`config.mk`:
```
export PLATFORM = sky130hd
export DESIGN_NAME = pll_lock_supervisor_flat
export DESIGN_NICKNAME = d
export VERILOG_FILES = /design/src/rtl/pll_lock_supervisor_if.sv /design/src/rtl/pll_lock_supervisor.sv /design/src/flat_wrapper.sv
export SDC_FILE = /design/constraint.sdc
export NUM_CORES = 1
export LEC_CHECK = 0
export CAP_MARGIN = 40
export CELL_PAD_IN_SITES_DETAIL_PLACEMENT = 1
export CELL_PAD_IN_SITES_GLOBAL_PLACEMENT = 1
export CORE_AREA = 3 3 78 80
export CTS_CLUSTER_SIZE = 20
export DETAILED_ROUTE_END_ITERATION = 6
export DIE_AREA = 0 0 81 83
export PLACE_DENSITY_LB_ADDON = 0.1
export SLEW_MARGIN = 20
export SYNTH_ARGS = -nofsm -noshare
export SYNTH_HDL_FRONTEND = slang
export SYNTH_SLANG_ARGS = --single-unit
```
`constraint.sdc`:
```
create_clock -name refclk -period 5.2 [get_ports refclk]
set_clock_uncertainty 0.05 [all_clocks]
set_input_delay 0.78 -clock refclk [delete_from_list [all_inputs] [get_ports refclk]]
set_output_delay 0.78 -clock refclk [all_outputs]
set_load 0.01 [all_outputs]
```
`src/rtl/pll_lock_supervisor_if.sv`:
```
// Bundle of PLL-facing and status signals for the lock supervisor.
// The supervisor takes the master side: it samples the lock flag and the
// retry request, and drives the PLL reset together with all status outputs.
interface pll_lock_supervisor_if;
  logic       pll_locked;
  logic       retry;
  logic       pll_rst;
  logic       ready;
  logic       fault;
  logic [7:0] lock_lost_cnt;
  logic [2:0] state;

  modport master (
    input  pll_locked,
    input  retry,
    output pll_rst,
    output ready,
    output fault,
    output lock_lost_cnt,
    output state
  );

  modport slave (
    output pll_locked,
    output retry,
    input  pll_rst,
    input  ready,
    input  fault,
    input  lock_lost_cnt,
    input  state
  );
endinterface

```
`src/rtl/pll_lock_supervisor.sv`:
```
// PLL lock supervisor, clocked by the PLL reference clock.
// Pulses the PLL reset, waits for lock, demands a stable lock window before
// raising ready, and re-runs the sequence on timeout, glitch or lock loss.
// Consecutive failed attempts latch a fault until an external retry.
//
// state     | meaning
// ----------+--------------------------------------------------------------
// RESET_PLL | pll_rst held high for PLL_RST_CYCLES cycles
// WAIT_LOCK | pll_rst low, waiting up to LOCK_TIMEOUT cycles for locked_s
// STABILIZE | locked_s must stay high for STABLE_CYCLES cycles
// RUN       | ready high; a lock drop restarts the sequence
// FAULT     | retries exhausted; PLL held in reset until retry
module pll_lock_supervisor #(
  parameter int SYNC_STAGES    = 2,
  parameter int PLL_RST_CYCLES = 16,
  parameter int LOCK_TIMEOUT   = 74250,
  parameter int STABLE_CYCLES  = 1024,
  parameter int MAX_RETRIES    = 4
) (
  input logic                    refclk,
  input logic                    rst,
  pll_lock_supervisor_if.master  bus
);

  // One shared down-counter serves all three timed states, so size it for the largest.
  localparam int TMAX_A = (PLL_RST_CYCLES > LOCK_TIMEOUT) ? PLL_RST_CYCLES : LOCK_TIMEOUT;
  localparam int TMAX   = (TMAX_A > STABLE_CYCLES) ? TMAX_A : STABLE_CYCLES;
  localparam int TW     = $clog2(TMAX + 1);
  localparam int RW     = $clog2(MAX_RETRIES + 1);

  localparam logic [TW-1:0] RST_LOAD    = TW'(PLL_RST_CYCLES - 1);
  localparam logic [TW-1:0] TO_LOAD     = TW'(LOCK_TIMEOUT - 1);
  localparam logic [TW-1:0] STB_LOAD    = TW'(STABLE_CYCLES - 1);
  localparam logic [RW-1:0] RETRY_LIMIT = RW'(MAX_RETRIES);

  typedef enum logic [2:0] {
    RESET_PLL = 3'd0,
    WAIT_LOCK = 3'd1,
    STABILIZE = 3'd2,
    RUN       = 3'd3,
    FAULT     = 3'd4
  } state_t;

  state_t                 state_q, state_d;
  logic [TW-1:0]          timer_q, timer_d;
  logic [RW-1:0]          retry_q, retry_d, retry_inc;
  logic [7:0]             lost_q, lost_d;
  logic                   pll_rst_q, ready_q, fault_q;
  logic                   attempt_fail;
  logic [SYNC_STAGES-1:0] sync_q;
  logic                   locked_s;

  // Bring the asynchronous lock flag into the refclk domain.
  always_ff @(posedge refclk) begin
    if (rst) sync_q <= '0;
    else     sync_q <= {sync_q[SYNC_STAGES-2:0], bus.pll_locked};
  end

  assign locked_s = sync_q[SYNC_STAGES-1];

  // Next-state, timer and counter decisions.
  always_comb begin
    state_d      = state_q;
    timer_d      = timer_q;
    retry_d      = retry_q;
    lost_d       = lost_q;
    attempt_fail = 1'b0;
    retry_inc    = retry_q + RW'(1);

    case (state_q)
      RESET_PLL: begin
        if (timer_q == '0) begin
          state_d = WAIT_LOCK;
          timer_d = TO_LOAD;
        end else begin
          timer_d = timer_q - TW'(1);
        end
      end
      WAIT_LOCK: begin
        if (locked_s) begin
          state_d = STABILIZE;
          timer_d = STB_LOAD;
        end else if (timer_q == '0) begin
          attempt_fail = 1'b1;
        end else begin
          timer_d = timer_q - TW'(1);
        end
      end
      STABILIZE: begin
        if (!locked_s) begin
          attempt_fail = 1'b1;
        end else if (timer_q == '0) begin
          state_d = RUN;
          retry_d = '0;
        end else begin
          timer_d = timer_q - TW'(1);
        end
      end
      RUN: begin
        // Lock loss after a good lock is a fresh start, not a failed attempt.
        if (!locked_s) begin
          state_d = RESET_PLL;
          timer_d = RST_LOAD;
          if (lost_q != 8'hFF) lost_d = lost_q + 8'd1;
        end
      end
      FAULT: begin
        if (bus.retry) begin
          state_d = RESET_PLL;
          timer_d = RST_LOAD;
          retry_d = '0;
        end
      end
      default: begin
        state_d = RESET_PLL;
        timer_d = RST_LOAD;
      end
    endcase

    if (attempt_fail) begin
      retry_d = retry_inc;
      if (retry_inc == RETRY_LIMIT) begin
        state_d = FAULT;
      end else begin
        state_d = RESET_PLL;
        timer_d = RST_LOAD;
      end
    end
  end

  // State register; outputs are registered from the next state so they switch on the transition edge.
  always_ff @(posedge refclk) begin
    if (rst) begin
      state_q   <= RESET_PLL;
      timer_q   <= RST_LOAD;
      retry_q   <= '0;
      lost_q    <= '0;
      pll_rst_q <= 1'b1;
      ready_q   <= 1'b0;
      fault_q   <= 1'b0;
    end else begin
      state_q   <= state_d;
      timer_q   <= timer_d;
      retry_q   <= retry_d;
      lost_q    <= lost_d;
      pll_rst_q <= (state_d == RESET_PLL) || (state_d == FAULT);
      ready_q   <= (state_d == RUN);
      fault_q   <= (state_d == FAULT);
    end
  end

  assign bus.pll_rst       = pll_rst_q;
  assign bus.ready         = ready_q;
  assign bus.fault         = fault_q;
  assign bus.lock_lost_cnt = lost_q;
  assign bus.state         = state_q;

endmodule
```
`src/flat_wrapper.sv`:
```
// flat-port wrapper written by rule: the top's interface ports become plain ports
module pll_lock_supervisor_flat 
#(
  parameter int SYNC_STAGES    = 2,
  parameter int PLL_RST_CYCLES = 16,
  parameter int LOCK_TIMEOUT   = 74250,
  parameter int STABLE_CYCLES  = 1024,
  parameter int MAX_RETRIES    = 4
)
  (refclk, rst, bus_pll_locked, bus_retry, bus_pll_rst, bus_ready, bus_fault, bus_lock_lost_cnt, bus_state);
  pll_lock_supervisor_if bus_i ();
  input logic refclk;
  input logic rst;
  input wire logic [$bits(bus_i.pll_locked)-1:0] bus_pll_locked;
  input wire logic [$bits(bus_i.retry)-1:0] bus_retry;
  output wire logic [$bits(bus_i.pll_rst)-1:0] bus_pll_rst;
  output wire logic [$bits(bus_i.ready)-1:0] bus_ready;
  output wire logic [$bits(bus_i.fault)-1:0] bus_fault;
  output wire logic [$bits(bus_i.lock_lost_cnt)-1:0] bus_lock_lost_cnt;
  output wire logic [$bits(bus_i.state)-1:0] bus_state;
  assign bus_i.pll_locked = bus_pll_locked;
  assign bus_i.retry = bus_retry;
  assign bus_pll_rst = bus_i.pll_rst;
  assign bus_ready = bus_i.ready;
  assign bus_fault = bus_i.fault;
  assign bus_lock_lost_cnt = bus_i.lock_lost_cnt;
  assign bus_state = bus_i.state;
  pll_lock_supervisor #(.SYNC_STAGES(SYNC_STAGES), .PLL_RST_CYCLES(PLL_RST_CYCLES), .LOCK_TIMEOUT(LOCK_TIMEOUT), .STABLE_CYCLES(STABLE_CYCLES), .MAX_RETRIES(MAX_RETRIES)) u_core (.refclk(refclk), .rst(rst), .bus(bus_i));
endmodule
```
==> results.json <==
{
  "status": "finished clean",
  "post-dp-hpwl_um": 4050,
  "synth_edf_count": 0,
  "synthAdderAreaFrac_pct": 3.98,
  "yosysTopAreaCellShare_pct": 33.7,
  "synth_top_area_cell": "dfxtp_1",
  "avgViaCountPerCell": 5.70,
  "wl_per_cell_um": 16.0,
  "grtUsageTotal_pct": 17.7,
  "die_h_um": 83,
  "synth.most_common_cell": "dfxtp_1",
  "synth.area.mux_share_pct": 1.87,
  "antenna_found_initial": 0,
  "seq_area_frac_synth_pct": 33.7,
  "portBuffers": 17,
  "comb_power_share_pct": 3.9,
  "drive_gt1_share_pct": 7.14,
  "synth_xor_area_share_pct": 3.68,
  "yosys.area_share.simple_pct": 28.6,
  "drv_slew": 0,
  "wl_um": 5620,
  "endpoint_kind": "flip-flop",
  "synth_compound_area_share_pct": 22.6,
  "initial_utilization_pct": 39.1,
  "crit_type": "flip-flop to flip-flop",
  "hold_viol": 0,
  "rsz0062_at_grt": "no",
  "syn_area_per_cell_um2": 8.01,
  "routabilityCongestion": 0.826,
  "synth_area_leaders": "dfxtp_1 (34%), nor2_1 (6.0%), a311oi_1 (4.1%)",
  "root_buffer": "clkbuf_8",
  "cts_sinks": 36,
  "overflow": 0,
  "clock_path_buffers": 2,
  "ctsResizeCount": 0,
  "cts_made_buffers": 5,
  "io_pins": 18,
  "drt_iter0_drc": 83,
  "drt_pass1_iterations": 4,
  "postCtsSetupRepairBufs": 0,
  "postCtsHoldBufs": 0,
  "dpl_cell_area_um2": 2340,
  "setup_tns_ps": 0,
  "std_cell_rows": 27,
  "area.growth.synth_to_final_pct": 13.9,
  "syn_nets": 277,
  "internal_power_mw": 0.395,
  "final_area_um2": 2440,
  "timing.critical_path.required_ps": 5320,
  "ys.warnings.count": 0,
  "cts_tree": "done",
  "ys_ff_latch": 36,
  "power.switching_mw": 0.115,
  "ys_types": 54,
  "peakVddDrop_mv": 0.104,
  "clkTransAtPathRegs_ps": 70,
  "worst-path-max-fanout": 12,
  "swShare_pct": 22.6,
  "synthTopCellsByCount": "dfxtp_1 (36), nor2_1 (34), nand2_1 (17)",
  "maxCapViolCount": 0,
  "syn_area_um2": 2140,
  "grt_pass1_wl_um": 9530,
  "drc_errors": 0,
  "tightest_slew_ps": 790,
  "netlist_instances": 267,
  "grt_pass1_vias": 1907,
  "grt_max_degree": 23,
  "fp.dieW_um": 81,
  "synth_top_family_by_area": "simple AND/OR/NAND/NOR gates",
  "core_um2": 5470,
  "multiInputGateArea_um2": 1300,
  "ff_latch_area_um2": 721,
  "hold_path.class": "flip-flop to flip-flop",
  "diodes": 0,
  "min_period_ps": 2790,
  "synthArstFlopShare_pct": 0,
  "nets": 289,
  "relSlewSlack_pct": 46.9,
  "min_period_over_period_pct": 53.7,
  "cp_data_arrival_time_ps": 2910,
  "ant_nets": 0,
  "nFillCells": 683,
  "p_seq_share_pct": 55.3,
  "synthFlopType": "dfxtp_1",
  "clock_power_share_pct": 40.8,
  "power_leakage_nw": 0.882,
  "start_kind": "flip-flop",
  "timing.fmax_ghz": 0.358,
  "h-tree-depth": 2,
  "vias": 2008,
  "worstSkewPairLatency_ps": 290,
  "setup_viol_count_final": 0,
  "cellPowerDensity_nw_per_um2": 209,
  "fp.dieArea_um2": 6720
}
metal layers:
| layer | part of all wire (%) | global-route usage [%] |
|---|---|---|
| met1 | 54 | 26.5 |
| met2 | 44 | 25.9 |
| met3 | 1.7 | 3.25 |
| met4 | 1.2 | 4.45 |
| met5 | 0 | 0 |
layout by cell type (no fill, tap or decap), types with 4 or more instances in the layout:
cell / n
xor2_1: 4
nor3_1: 13
a21oi_1: 10
clkdlybuf4s50_1: 17
ha_1: 6
nand3_1: 10
clkbuf_8: 6
a41oi_1: 4
mux2i_1: 4
inv_1: 11
a311oi_1: 10
dfxtp_1: 36
nor2_1: 34
a31oi_1: 7
o21ai_0: 8
nand2b_1: 8
o21ai_1: 5
xnor2_1: 5
nand2_1: 17
a211oi_1: 6
nor2b_1: 4
layout make-up:
type / count / share of cell area [%]
Multi-Input combinational cell: 203 / 53.4
Sequential cell: 36 / 29.6
Timing Repair Buffer: 19 / 7.50
Clock buffer: 8 / 3.70
Tap cell: 72 / 3.70
Inverter: 14 / 2.16
critical path, cell delays in order (launching register included):
cell     delay (ps)
dfxtp_1         380
inv_1           110
ha_1            140
nor4b_1         450
and4_1          560
inv_2           200
ha_1            320
inv_1            50
o21ai_0          70
or3_1           340
state kept, by name (all words and copies together), names as in the netlist:
| name | flops |
|---|---|
| u_core.bus.fault | 1 |
| u_core.bus.lock_lost_cnt | 8 |
| u_core.bus.pll_rst | 1 |
| u_core.bus.ready | 1 |
| u_core.bus.state | 3 |
| u_core.retry_q | 3 |
| u_core.sync_q | 2 |
| u_core.timer_q | 17 |
per-stage QoR:
stage	hold slack (ps)	std cells	power (mW)	util (%)	setup WS, ps
6_report	397	352	0.510	44.5	2410
5_1_grt	434	352	0.535	44.5	2260
4_1_cts	409	351	0.520	44.4	2490
3_5_place_dp	378	343	0.308	42.8	2410
3_3_place_gp	377	342	0.308	42.6	2400
2_1_floorplan	364	267	0.302	-	2980
cell families (layout without fill, tap and decap cells):
group,count (synthesis),in the layout
compound gates,69,69
xor+xnor,9,9
fa+ha+maj,7,7
buf+inv,28,41
flops,36,36
mux,4,4
simple gates,114,114
power by group through the flow:
stage          combinational [mW]  sequential, mW  clock [mW]
2_1_floorplan              0.0150           0.287           0
3_3_place_gp               0.0193           0.288           0
3_5_place_dp               0.0196           0.289           0
4_1_cts                    0.0199           0.282       0.218
5_1_grt                    0.0224           0.283       0.230
6_report                   0.0197           0.282       0.208
path summary, 6_finish.rpt:
kind / from / to / slack (ps) / cells past startpoint
setup / recovery: u_core.timer_q[0] / u_core.timer_q[0] / 2410 / 9
hold / removal: u_core.sync_q[0] / u_core.sync_q[1] / 400 / 1
setup reg to reg: u_core.timer_q[0] / u_core.timer_q[0] / 2410 / 9
hold reg to reg: u_core.sync_q[0] / u_core.sync_q[1] / 400 / 1
(Power assumes the default switching activity.)
